**src/rtl/sysid_pkg.sv**
```systemverilog
// Shared constants for the sysid reader: FSM state encoding, slave word
// addresses and the default expected ID/timestamp values.
package sysid_pkg;

    // FSM state encoding (plain constants so older tools can share it)
    localparam logic [2:0] ST_IDLE   = 3'd0;
    localparam logic [2:0] ST_REQ_ID = 3'd1;
    localparam logic [2:0] ST_LAT_ID = 3'd2;
    localparam logic [2:0] ST_REQ_TS = 3'd3;
    localparam logic [2:0] ST_LAT_TS = 3'd4;
    localparam logic [2:0] ST_FIN    = 3'd5;

    // Word addresses inside the sysid slave
    localparam logic ADDR_ID = 1'b0;
    localparam logic ADDR_TS = 1'b1;

    // Default expected contents of the sysid slave
    localparam logic [31:0] DEF_EXPECTED_ID = 32'h421EEA87;
    localparam logic [31:0] DEF_EXPECTED_TS = 32'h4C2131D2;

    // True in the states that drive a read request onto the bus
    function automatic logic is_req_state(input logic [2:0] st);
        return (st == ST_REQ_ID) || (st == ST_REQ_TS);
    endfunction

endpackage

```
**src/rtl/sysid_lat_pipe.sv**
```systemverilog
// Read-latency tracker: delays the read-accept pulse by a fixed number of
// cycles so the reader knows exactly when readdata is valid.
module sysid_lat_pipe #(
    parameter int LATENCY = 1
) (
    input  logic clk,
    input  logic reset_n,
    input  logic accept,
    output logic capture
);

    if (LATENCY == 0) begin : g_lat0
        // Zero latency: data is valid in the accept cycle itself
        assign capture = accept;
    end else if (LATENCY == 1) begin : g_lat1
        logic vld;

        // Single-stage valid tracker
        always_ff @(posedge clk or negedge reset_n) begin
            if (!reset_n) vld <= 1'b0;
            else          vld <= accept;
        end

        assign capture = vld;
    end else begin : g_latn
        logic [LATENCY-1:0] vld;

        // Valid shift register; reset drops any read still in flight
        always_ff @(posedge clk or negedge reset_n) begin
            if (!reset_n) vld <= '0;
            else          vld <= {vld[LATENCY-2:0], accept};
        end

        assign capture = vld[LATENCY-1];
    end

endmodule

```
**src/rtl/sysid_reader.sv**
```systemverilog
// Reads the system ID and build timestamp words from an Avalon-MM sysid
// slave, compares them with the expected values and reports the result.
module sysid_reader
    import sysid_pkg::*;
#(
    parameter logic [31:0] EXPECTED_ID    = DEF_EXPECTED_ID,
    parameter logic [31:0] EXPECTED_TS    = DEF_EXPECTED_TS,
    parameter int          READ_LATENCY   = 1,
    parameter int          TIMEOUT_CYCLES = 255
) (
    input  logic        clk,
    input  logic        reset_n,
    input  logic        start,
    output logic        master_address,
    output logic        master_read,
    input  logic        master_waitrequest,
    input  logic [31:0] master_readdata,
    output logic        busy,
    output logic        done,
    output logic        id_ok,
    output logic        ts_ok,
    output logic        timeout,
    output logic [31:0] id_value,
    output logic [31:0] ts_value
);

    // Last stall cycle before the read is abandoned
    localparam logic [15:0] STALL_LIMIT = 16'(TIMEOUT_CYCLES - 1);

    logic [2:0]  state;
    logic [2:0]  state_nxt;
    logic [15:0] stall_cnt;
    logic        in_req;
    logic        accept;
    logic        stall_hit;
    logic        capture;
    logic        capture_id;
    logic        capture_ts;

    assign in_req     = is_req_state(state);
    assign accept     = in_req && !master_waitrequest;
    assign stall_hit  = in_req && master_waitrequest && (stall_cnt == STALL_LIMIT);
    assign capture_id = capture && ((state == ST_REQ_ID) || (state == ST_LAT_ID));
    assign capture_ts = capture && ((state == ST_REQ_TS) || (state == ST_LAT_TS));

    // Bus and status outputs decode straight from the state register
    assign master_read    = in_req;
    assign master_address = (state == ST_REQ_TS) ? ADDR_TS : ADDR_ID;
    assign busy           = (state != ST_IDLE);
    assign done           = (state == ST_FIN);

    sysid_lat_pipe #(
        .LATENCY (READ_LATENCY)
    ) u_lat_pipe (
        .clk     (clk),
        .reset_n (reset_n),
        .accept  (accept),
        .capture (capture)
    );

    // Next-state logic; with zero latency capture arrives with the accept
    always_comb begin
        // NOTE: default assignment first so no path through the case infers a latch.
        state_nxt = state;
        case (state)
            ST_IDLE:   if (start) state_nxt = ST_REQ_ID;
            ST_REQ_ID: begin
                if (accept)         state_nxt = capture ? ST_REQ_TS : ST_LAT_ID;
                else if (stall_hit) state_nxt = ST_FIN;
            end
            ST_LAT_ID: if (capture) state_nxt = ST_REQ_TS;
            ST_REQ_TS: begin
                if (accept)         state_nxt = capture ? ST_FIN : ST_LAT_TS;
                else if (stall_hit) state_nxt = ST_FIN;
            end
            ST_LAT_TS: if (capture) state_nxt = ST_FIN;
            ST_FIN:    state_nxt = ST_IDLE;
            default:   state_nxt = ST_IDLE;
        endcase
    end

    // State register
    always_ff @(posedge clk or negedge reset_n) begin
        // NOTE: sequential state uses non-blocking assignments so every flop samples pre-edge values.
        if (!reset_n) state <= ST_IDLE;
        else          state <= state_nxt;
    end

    // Stall counter: zero outside a request and on accept, so each read starts fresh
    always_ff @(posedge clk or negedge reset_n) begin
        if (!reset_n)                           stall_cnt <= '0;
        else if (!in_req || !master_waitrequest) stall_cnt <= '0;
        else                                    stall_cnt <= stall_cnt + 16'd1;
    end

    // Captured words and verdicts; cleared on start, held until the next start
    always_ff @(posedge clk or negedge reset_n) begin
        // NOTE: these are plain registers, not a memory, so they are reset like any other flop.
        if (!reset_n) begin
            id_ok    <= 1'b0;
            ts_ok    <= 1'b0;
            timeout  <= 1'b0;
            id_value <= '0;
            ts_value <= '0;
        end else begin
            if ((state == ST_IDLE) && start) begin
                id_ok    <= 1'b0;
                ts_ok    <= 1'b0;
                timeout  <= 1'b0;
                id_value <= '0;
                ts_value <= '0;
            end
            if (capture_id) begin
                id_value <= master_readdata;
                id_ok    <= (master_readdata == EXPECTED_ID);
            end
            if (capture_ts) begin
                ts_value <= master_readdata;
                ts_ok    <= (master_readdata == EXPECTED_TS);
            end
            if (stall_hit) begin
                timeout  <= 1'b1;
                ts_ok    <= 1'b0;
                ts_value <= '0;
                if (state == ST_REQ_ID) begin
                    id_ok    <= 1'b0;
                    id_value <= '0;
                end
            end
        end
    end

endmodule

```
**config.mk**
```make
export PLATFORM = sky130hd
export DESIGN_NAME = sysid_reader
export DESIGN_NICKNAME = d
export VERILOG_FILES = /design/src/rtl/sysid_pkg.sv /design/src/rtl/sysid_lat_pipe.sv /design/src/rtl/sysid_reader.sv
export SDC_FILE = /design/constraint.sdc
export NUM_CORES = 1
export LEC_CHECK = 0
export CORE_MARGIN = 1.5
export CORE_UTILIZATION = 56
export CTS_CLUSTER_DIAMETER = 40
export DETAILED_ROUTE_END_ITERATION = 8
export DONT_BUFFER_PORTS = 1
export HOLD_SLACK_MARGIN = 0.03
export PLACE_DENSITY = 0.7
export SYNTH_ARGS = -nofsm -noshare
export SYNTH_HDL_FRONTEND = slang
export SYNTH_SLANG_ARGS = --single-unit
```
**constraint.sdc**
```tcl
create_clock -name clk -period 6 [get_ports clk]
set_clock_uncertainty 0.1 [all_clocks]
set_input_delay 1.2 -clock clk [delete_from_list [all_inputs] [get_ports clk]]
set_output_delay 1.2 -clock clk [all_outputs]
set_load 0.05 [all_outputs]
```
==> reports/qor.txt, run 1 <==
Status: complete, no violations
Crit Path Category: flop to output pin
Seq/Total Area, Yosys: 59.6%
Layout cells sized above 1: 7.76%
Worst setup path endpoint: master_address
Worst-path maximum fanout: 12
P_sw: 1300 uW
Static leakage: 0.00177 uW
DRC viols: 0
Final wirelength: 8100 um
Multiplexer share of the synthesized area: 0.274%
Die width: 83.8 um
DP HPWL: 5300 um
Initial antenna violation count: 0
Overall die area: 7020 um^2
WP buf/inv: 1
IO Pins: 107
RSZ-0062 raised after global routing: false
CP top delay family: simple AND/OR/NAND/NOR gates
Cell count after synthesis: 322
Global Route Usage Sum: 24.1%
Detailed Routing Iterations Pass 1: 4
Post-synthesis cell area: 3650 um^2
Switch share: 52.9%
Crit path required time: 4.70 ns
Worst-path clk slew: 0.09 ns
CP Depth: 3
Slowest cell delay on critical path: 0.51 ns
Iteration-0 DRC count of the detailed router: 141
CTS sink cnt: 87
Syn Area/Cell: 11.4 um^2
Int Power: 1160 uW
Register share of total power: 64.8%
Initial core utilization: 57.9%
Clock Power Share: 16.5%
Crit start category: flop
Synth warn: 0
Num CTS Buffers: 9
Placement Rows: 29
Most used flip-flop cell after synthesis: dfrtp_1
Minimum clock period: 3.21 ns
Hold buffers post-CTS: 0
Wire per inst: 20.3 um
Vias: 2573
Logic pwr share: 18.7%
Max Cap Viol: 0
Final setup fails: 0
Fin Hold WS: 0.430 ns
Synth Area in Compound Gates: 17.2%
First-pass GRT wire length: 13300 um
Part of the cycle the worst path needs: 53.5%
Dpl cell area: 3690 um^2
Max frequency: 312 MHz
Cell breakdown of the critical path: nand2b_2, inv_2, and2_1
CTS max path bufs: 2
Vias in the first global route: 2593
Reg2reg start: state[2]$_DFFE_PN0P_
M3 GR Usage: 7.62%
Worst-Skew Late Latency: 0.35 ns
Layout area overhead: 6.33%
RR Endpoint: ts_value[15]$_DFFE_PN0P_
Flop-to-flop setup slack: 3.35 ns
Setup crit start: state[2]$_DFFE_PN0P_
Antenna cells: 0
Max-slew violations: 0
EDFF count, synth: 0
PostCTS Resize Cnt: 0
Worst vdd ir: 0.000398 V
Worst slew pin tran: 1.09 ns
Critical path's slowest cell: dfrtp_1
Via density: 6.45
Largest net degree at the start of global routing: 88
Type of destination of the critical path: output pin
Final Hold Fails: 0
CTS root buf: clkbuf_8
H-tree depth: 3
PortBufs: 0
Vert. Die Dim: 83.8 um
Grt met2 use: 37.5%
Power Dens Cells: 634 nW/um^2
Gr ovfl total: 0
Fraction of the mapped netlist area in simple logic gates: 15.6%
Slew headroom: 27.0%
Design Power: 2460 uW
Count of cell types in the netlist: 40
Adder and majority cell fraction of the synthesized area: 0.685%
Xor-xnor portion of the synthesized cell area: 3.12%
TNS Setup: 0 ns
R2r worst-path depth: 7
Post-CTS Setup Inserts: 0
Gpl congestion: 0.764
Worst hold path type: input port to asynchronous set/reset pin
WP data arrival: 1.91 ns
Cell area after layout: 3890 um^2
DRT antenna net count: 0
Core area: 6310 um^2
Syn Nets: 360
Nets: 355
Largest family of logic cells by synthesized area: compound AO/OA/AOI/OAI gates
Seq cells post-synth: 87
Global route hottest layer: met2
Async SR Flop Fraction: 100%
CTS tree: yes
Global routing met1 resource utilization: 32.2%
cells in the mapped netlist, types with 2 or more instances:
master     n  area (um^2)
a21oi_1    6         30.0
nand2_1   12         45.0
xor2_1     8         70.1
clkbuf_1  11         41.3
nor3_1     2         10.0
a22o_1    32          280
buf_6      3         33.8
o21ai_0    4         20.0
inv_1      5         18.8
buf_2      5         25.0
nor2_1    54          203
dfrtp_1   87         2180
nor4b_1    2         17.5
nor4bb_1   5         50.1
and3_1     2         12.5
and2_1     2         12.5
xnor2_1    5         43.8
nor4_1     6         37.5
nor3b_1    2         15.0
nand4_1    6         37.5
or3_1      4         25.0
nand3_1    8         40.0
ha_1       2         25.0
a21o_1     2         15.0
a22oi_1   32          240
sequential cells by signal (all words and copies together) (netlist names):
signal	flops
id_ok	1
id_value	32
stall_cnt	16
state	3
timeout	1
ts_ok	1
ts_value	32
u_lat_pipe.capture	1
layout make-up:
type	count	area [um^2]
inverters	6	22.5
repair buffers	4	30.0
well taps	77	96.3
clock inverters	5	57.6
multi-input cells	209	1360
flip-flops and latches	87	2180
fillers	534	2430
clock buffers	11	141
cell usage in the layout (no fill, tap or decap), types with 2 or more instances in the layout:
cell type,instances
xor2_1,8
a21oi_1,6
dfrtp_1,87
xnor2_1,5
nor2_1,53
buf_4,4
nor3_1,2
nand2_1,12
nand3_1,8
a22o_1,32
nor4_1,6
inv_1,5
nor4bb_1,5
nand4_1,6
and3_1,2
a21o_1,2
nor4b_1,2
a22oi_1,32
clkbuf_8,10
and2_1,2
o21ai_0,4
or3_1,4
ha_1,2
clkinvlp_4,3
power groups by stage:
stage	combinational [uW]	sequential (uW)	clock [uW]
2_1_floorplan	436	1540	0
3_3_place_gp	451	1610	0
3_5_place_dp	465	1610	0
4_1_cts	467	1600	415
5_1_grt	514	1620	433
6_report	461	1600	407
metrics by stage:
| stage | std cells | setup slack (ns) | util (%) |
|---|---|---|---|
| 2_1_floorplan | 322 | 3.36 | - |
| 3_3_place_gp | 383 | 3.20 | 58.4 |
| 3_5_place_dp | 383 | 3.17 | 58.4 |
| 4_1_cts | 399 | 2.78 | 61.6 |
| 5_1_grt | 399 | 2.72 | 61.6 |
| 6_report | 399 | 2.79 | 61.6 |
worst register-to-register path: cells and delay by family, from the launching register on:
kind	cells	cell delay (ns)
flip-flops	1	0.51
AO/OA/AOI/OAI	1	0.29
AND/OR/NAND/NOR	4	1.15
buffers and inverters	2	0.49
cell families after synthesis:
logic type | count (synthesis)
xor gates and xnor gates | 13
and+or+nand+nor | 112
muxes | 1
DFF | 87
buffers and inverters | 26
adders and majority gates | 2
AOI/OAI and AO/OA | 81
metal layers:
layer | vias to the layer above | routed length (um)
met5 | - | 0
met1 | 1300 | 3570
li1 | 1161 | -
met4 | 0 | 115
met2 | 102 | 3760
met3 | 10 | 664
worst min-delay path by stage:
stage	startpoint	to	slack [ns]	cells after the start
after CTS	reset_n	ts_value[10]$_DFFE_PN0P_	0.42	0
after floorplan	stall_cnt[0]$_DFF_PN0_	stall_cnt[0]$_DFF_PN0_	0.39	1
after global routing	reset_n	ts_value[7]$_DFFE_PN0P_	0.42	0
final	reset_n	id_value[11]$_DFF_PN0_	0.43	0
after global placement	stall_cnt[0]$_DFF_PN0_	stall_cnt[0]$_DFF_PN0_	0.43	1
after detailed placement	stall_cnt[0]$_DFF_PN0_	stall_cnt[0]$_DFF_PN0_	0.43	1
(Power assumes the default switching activity.)
==> run 2: changes to the inputs <==
==> constraint.sdc (replaced) <==
create_clock -name clk -period 3.3 [get_ports clk]
set_clock_uncertainty 0.1 [all_clocks]
set_input_delay 0.66 -clock clk [delete_from_list [all_inputs] [get_ports clk]]
set_output_delay 0.66 -clock clk [all_outputs]
set_load 0.05 [all_outputs]
==> reports/qor.txt, run 2 (synthesis results as in run 1) <==
CP top delay family: simple AND/OR/NAND/NOR gates
Core area: 6310 um^2
Placement Rows: 29
Fill cells: 487
Gpl congestion: 0.857
Reg2reg start: state[2]$_DFFE_PN0P_
WP buf/inv: 2
Gr ovfl total: 0
TNS Setup: 0 ns
Worst setup path endpoint: ts_value[24]$_DFFE_PN0P_
Via density: 6.45
Power Dens Cells: 1150 nW/um^2
R2r worst-path depth: 7
Placed Instances: 384
Dpl cell area: 3690 um^2
Crit start category: flop
Minimum clock period: 2.66 ns
DRC viols: 0
Global Route Usage Sum: 24.9%
Cell area after layout: 3920 um^2
Iteration-0 DRC count of the detailed router: 176
Post-CTS Setup Inserts: 0
Most frequent cells in the layout: dfrtp_1, nor2_1, a22oi_1, a22o_1, nand2_1
First-pass GRT wire length: 13600 um
Fin Hold WS: 0.0893 ns
Reg area: 2180 um^2
CTS max path bufs: 2
RSZ-0062 raised after global routing: false
Worst slew pin tran: 1.16 ns
Register share of total power: 64.3%
Antenna cells: 0
Worst-path clk slew: 0.09 ns
Static leakage: 0.00178 uW
Layout cells sized above 1: 8.33%
Final setup fails: 0
Vias in the first global route: 2631
Max Cap Viol: 0
DRT antenna net count: 0
Status: complete, no violations
Vert. Die Dim: 83.8 um
Wire per inst: 20.6 um
Int Power: 2100 uW
Crit Path Category: flop to flop
Switch share: 53.4%
PortBufs: 0
RR Endpoint: ts_value[24]$_DFFE_PN0P_
Logic pwr share: 19.4%
Initial core utilization: 57.9%
Worst vdd ir: 0.000806 V
Area of the multi-input gates: 1360 um^2
WP data arrival: 2.79 ns
P_sw: 2410 uW
Final Hold Fails: 0
Cell breakdown of the critical path: nand2b_2, inv_2, nand3_1, or4_4, and3_1, buf_4, a22o_1
Type of destination of the critical path: flop
Max-slew violations: 0
Overall die area: 7020 um^2
Worst hold path type: input port to asynchronous set/reset pin
Vias: 2588
Commonest non-fill, non-tap cell in the layout: dfrtp_1
Largest net degree at the start of global routing: 88
Detailed Routing Iterations Pass 1: 5
Final wirelength: 8270 um
Num CTS Buffers: 9
Part of the cycle the worst path needs: 80.5%
Layout area overhead: 7.22%
Worst-path maximum fanout: 33
IO Pins: 107
Clock Power Share: 16.3%
Slew headroom: 22.8%
CTS sink cnt: 87
Max frequency: 377 MHz
Crit path required time: 3.43 ns
Non-Filler Instances: 401
Nets: 357
Setup crit start: state[2]$_DFFE_PN0P_
Critical path's slowest cell: or4_4
Die width: 83.8 um
Initial antenna violation count: 0
CTS tree: yes
Worst-Skew Late Latency: 0.35 ns
CP Depth: 7
Biggest regs: id_value (32), ts_value (32), stall_cnt (16)
Slowest cell delay on critical path: 0.54 ns
CTS root buf: clkbuf_8
Flop-to-flop setup slack: 0.64 ns
H-tree depth: 3
DP HPWL: 5330 um
==> run 2: worst min-delay path by stage <==
stage                                 endpoint  cells past startpoint  startpoint
after floorplan                id_ok$_DFF_PN0_                      0     reset_n
after global placement    state[0]$_DFFE_PN0P_                      0     reset_n
after detailed placement  state[0]$_DFFE_PN0P_                      0     reset_n
after CTS                 state[0]$_DFFE_PN0P_                      1     reset_n
after global routing      state[0]$_DFFE_PN0P_                      1     reset_n
final                      timeout$_DFFE_PN0P_                      1     reset_n
==> run 2: power by group through the flow <==
| stage | logic (uW) | registers [uW] | clock network, uW |
|---|---|---|---|
| global placement | 830 | 2920 | 0 |
| floorplan | 793 | 2790 | 0 |
| CTS | 887 | 2900 | 755 |
| detailed placement | 864 | 2920 | 0 |
| global route | 983 | 2950 | 801 |
| finish | 875 | 2910 | 738 |
==> run 2: per-stage QoR <==
step | total power (uW) | util (%) | setup slack [ns]
after global routing | 4740 | 62.1 | 0.503
after global placement | 3750 | 58.5 | 0.735
final | 4520 | 62.1 | 0.645
after floorplan | 3590 | - | 0.874
after detailed placement | 3780 | 58.5 | 0.675
after CTS | 4550 | 62.1 | 0.663
==> run 2: final cells by class <==
class | count | share of cell area, %
Sequential cell | 87 | 55.6
Multi-Input combinational cell | 209 | 34.7
Timing Repair Buffer | 6 | 1.66
Clock inverter | 6 | 1.76
Inverter | 6 | 0.575
Tap cell | 77 | 2.46
Clock buffer | 10 | 3.26
==> run 2: layer usage <==
layer,share of wire [%],up-vias,GRT usage [%]
li1,-,1174,-
met1,44,1295,34.0
met2,46,109,36.9
met3,8.7,10,8.01
met4,1.3,0,10.7
met5,0,-,0
==> run 2: timing repair <==
action | in CTS | in global routing
hold buffers | 1 | 0
endpoints found under the hold margin | 87 | 0
gates resized for setup | 0 | 0
==> run 3: changes to the inputs <==
--- a/config.mk
+++ b/config.mk
@@ -11,7 +11,7 @@
 export DETAILED_ROUTE_END_ITERATION = 8
 export DONT_BUFFER_PORTS = 1
 export HOLD_SLACK_MARGIN = 0.03
-export PLACE_DENSITY = 0.7
+export PLACE_DENSITY = 0.73
 export SYNTH_ARGS = -nofsm -noshare
 export SYNTH_HDL_FRONTEND = slang
 export SYNTH_SLANG_ARGS = --single-unit
==> constraint.sdc (replaced) <==
create_clock -name clk -period 2.4 [get_ports clk]
set_clock_uncertainty 0.1 [all_clocks]
set_input_delay 0.48 -clock clk [delete_from_list [all_inputs] [get_ports clk]]
set_output_delay 0.48 -clock clk [all_outputs]
set_load 0.05 [all_outputs]
==> reports/qor.txt, run 3 (synthesis results as in run 1) <==
Logic pwr share: 21.9%
Crit start category: flop
Register share of total power: 63.1%
Crit path required time: 2.54 ns
Slew headroom: 42.5%
Crit Path Category: flop to flop
Final setup fails: 0
Failing checks: hold timing
Fill cells: 511
Layout cells sized above 1: 10.6%
Iteration-0 DRC count of the detailed router: 166
Layout area overhead: 8.70%
Biggest regs: id_value (32), ts_value (32), stall_cnt (16)
DRC viols: 0
Part of the cycle the worst path needs: 94.4%
Initial antenna violation count: 0
First-pass GRT wire length: 13200 um
Die width: 83.8 um
CTS root buf: clkbuf_8
Setup crit start: stall_cnt[12]$_DFF_PN0_
TNS Setup: 0 ns
Switch share: 53.4%
Vert. Die Dim: 83.8 um
Worst hold path type: input port to asynchronous set/reset pin
Max Cap Viol: 0
Antenna cells: 0
Status: finished with violations
Worst vdd ir: 0.000849 V
Core area: 6310 um^2
Power Dens Cells: 1570 nW/um^2
P_sw: 3330 uW
Worst-path clk slew: 0.09 ns
Placement Rows: 29
Most frequent cells in the layout: dfrtp_1, nor2_1, a22oi_1, a22o_1, nand2_1
CTS tree: yes
Clock Power Share: 15.0%
Minimum clock period: 2.27 ns
Max frequency: 441 MHz
Worst slew pin tran: 0.858 ns
DRT antenna net count: 0
Global Route Usage Sum: 24.1%
Commonest non-fill, non-tap cell in the layout: dfrtp_1
Dpl cell area: 3790 um^2
Post-CTS Setup Inserts: 0
Detailed Routing Iterations Pass 1: 4
Cell area after layout: 3970 um^2
PostCTS Resize Cnt: 0
Int Power: 2910 uW
Final Hold Fails: 87
Worst-Skew Late Latency: 0.35 ns
H-tree depth: 3
Nets: 364
Fin Hold WS: -0.287 ns
WP data arrival: 2.41 ns
Vias in the first global route: 2518
Type of destination of the critical path: flop
DP HPWL: 5630 um
Wire per inst: 20.1 um
Design Power: 6230 uW
Vias: 2601
Final wirelength: 8190 um
Worst-path maximum fanout: 31
Max-slew violations: 0
Reg2reg start: stall_cnt[12]$_DFF_PN0_
Static leakage: 0.00182 uW
Initial core utilization: 57.9%
Overall die area: 7020 um^2
RSZ-0062 raised after global routing: false
PortBufs: 0
Largest net degree at the start of global routing: 88
Gpl congestion: 0.778
IO Pins: 107
CTS max path bufs: 2
Num CTS Buffers: 9
CTS sink cnt: 87
Via density: 6.38
Gr ovfl total: 0
## run 3: layer usage
layer  GRT usage [%]  vias up  share of wire, %  routed length [um]
met4            10.1        0              0.97                  79
li1                -     1187                 -                   -
met1            33.0     1285                42                3430
met5               0        -                 0                   0
met2            36.1      123                49                3990
met3            7.12        6               8.4                 685
## run 3: power by group through the flow
| stage | clock (uW) | sequential, uW | combinational [uW] |
|---|---|---|---|
| 2_1_floorplan | 0 | 3840 | 1090 |
| 5_1_grt | 1000 | 4000 | 1510 |
| 4_1_cts | 958 | 3940 | 1370 |
| 6_report | 935 | 3940 | 1360 |
| 3_5_place_dp | 0 | 3970 | 1370 |
| 3_3_place_gp | 0 | 3970 | 1310 |
## run 3: final timing paths
check	to	slack (ns)	cells after the start
worst max-delay path	ts_value[26]$_DFFE_PN0P_	0.13	6
worst min-delay path	ts_value[8]$_DFFE_PN0P_	-0.29	0
worst max register to register	ts_value[26]$_DFFE_PN0P_	0.13	6
worst min register to register	state[0]$_DFFE_PN0P_	0.46	1
max in group asynchronous	stall_cnt[10]$_DFF_PN0_	2.35	0
min in group clk	u_lat_pipe.capture$_DFF_PN0_	0.08	1
## run 3: worst max-delay path, stage by stage, from the launching register on
cell	delay, ns
dfrtp_1	0.42
nor4_1	0.30
nand3_1	0.13
or4_4	0.53
and3_1	0.23
buf_12	0.18
a22o_1	0.24
## run 3: layout make-up
| type | count | area (um^2) | area share [%] |
|---|---|---|---|
| flip-flops and latches | 87 | 2180 | 54.8 |
| well taps | 77 | 96.3 | 2.43 |
| clock buffers | 10 | 128 | 3.21 |
| repair buffers | 13 | 135 | 3.40 |
| inverters | 6 | 22.5 | 0.567 |
| clock inverters | 6 | 51.3 | 1.29 |
| multi-input cells | 209 | 1360 | 34.3 |
## run 3: stage by stage
| stage | utilization (%) | hold WS [ns] | worst slack (ns) | cells |
|---|---|---|---|---|
| 3_3_place_gp | 60.1 | 0.0867 | 0.214 | 392 |
| 4_1_cts | 62.9 | -0.303 | 0.144 | 408 |
| 2_1_floorplan | - | 0.0844 | 0.113 | 322 |
| 5_1_grt | 62.9 | -0.307 | 0.0595 | 408 |
| 3_5_place_dp | 60.1 | 0.0863 | 0.142 | 392 |
| 6_report | 62.9 | -0.287 | 0.135 | 408 |
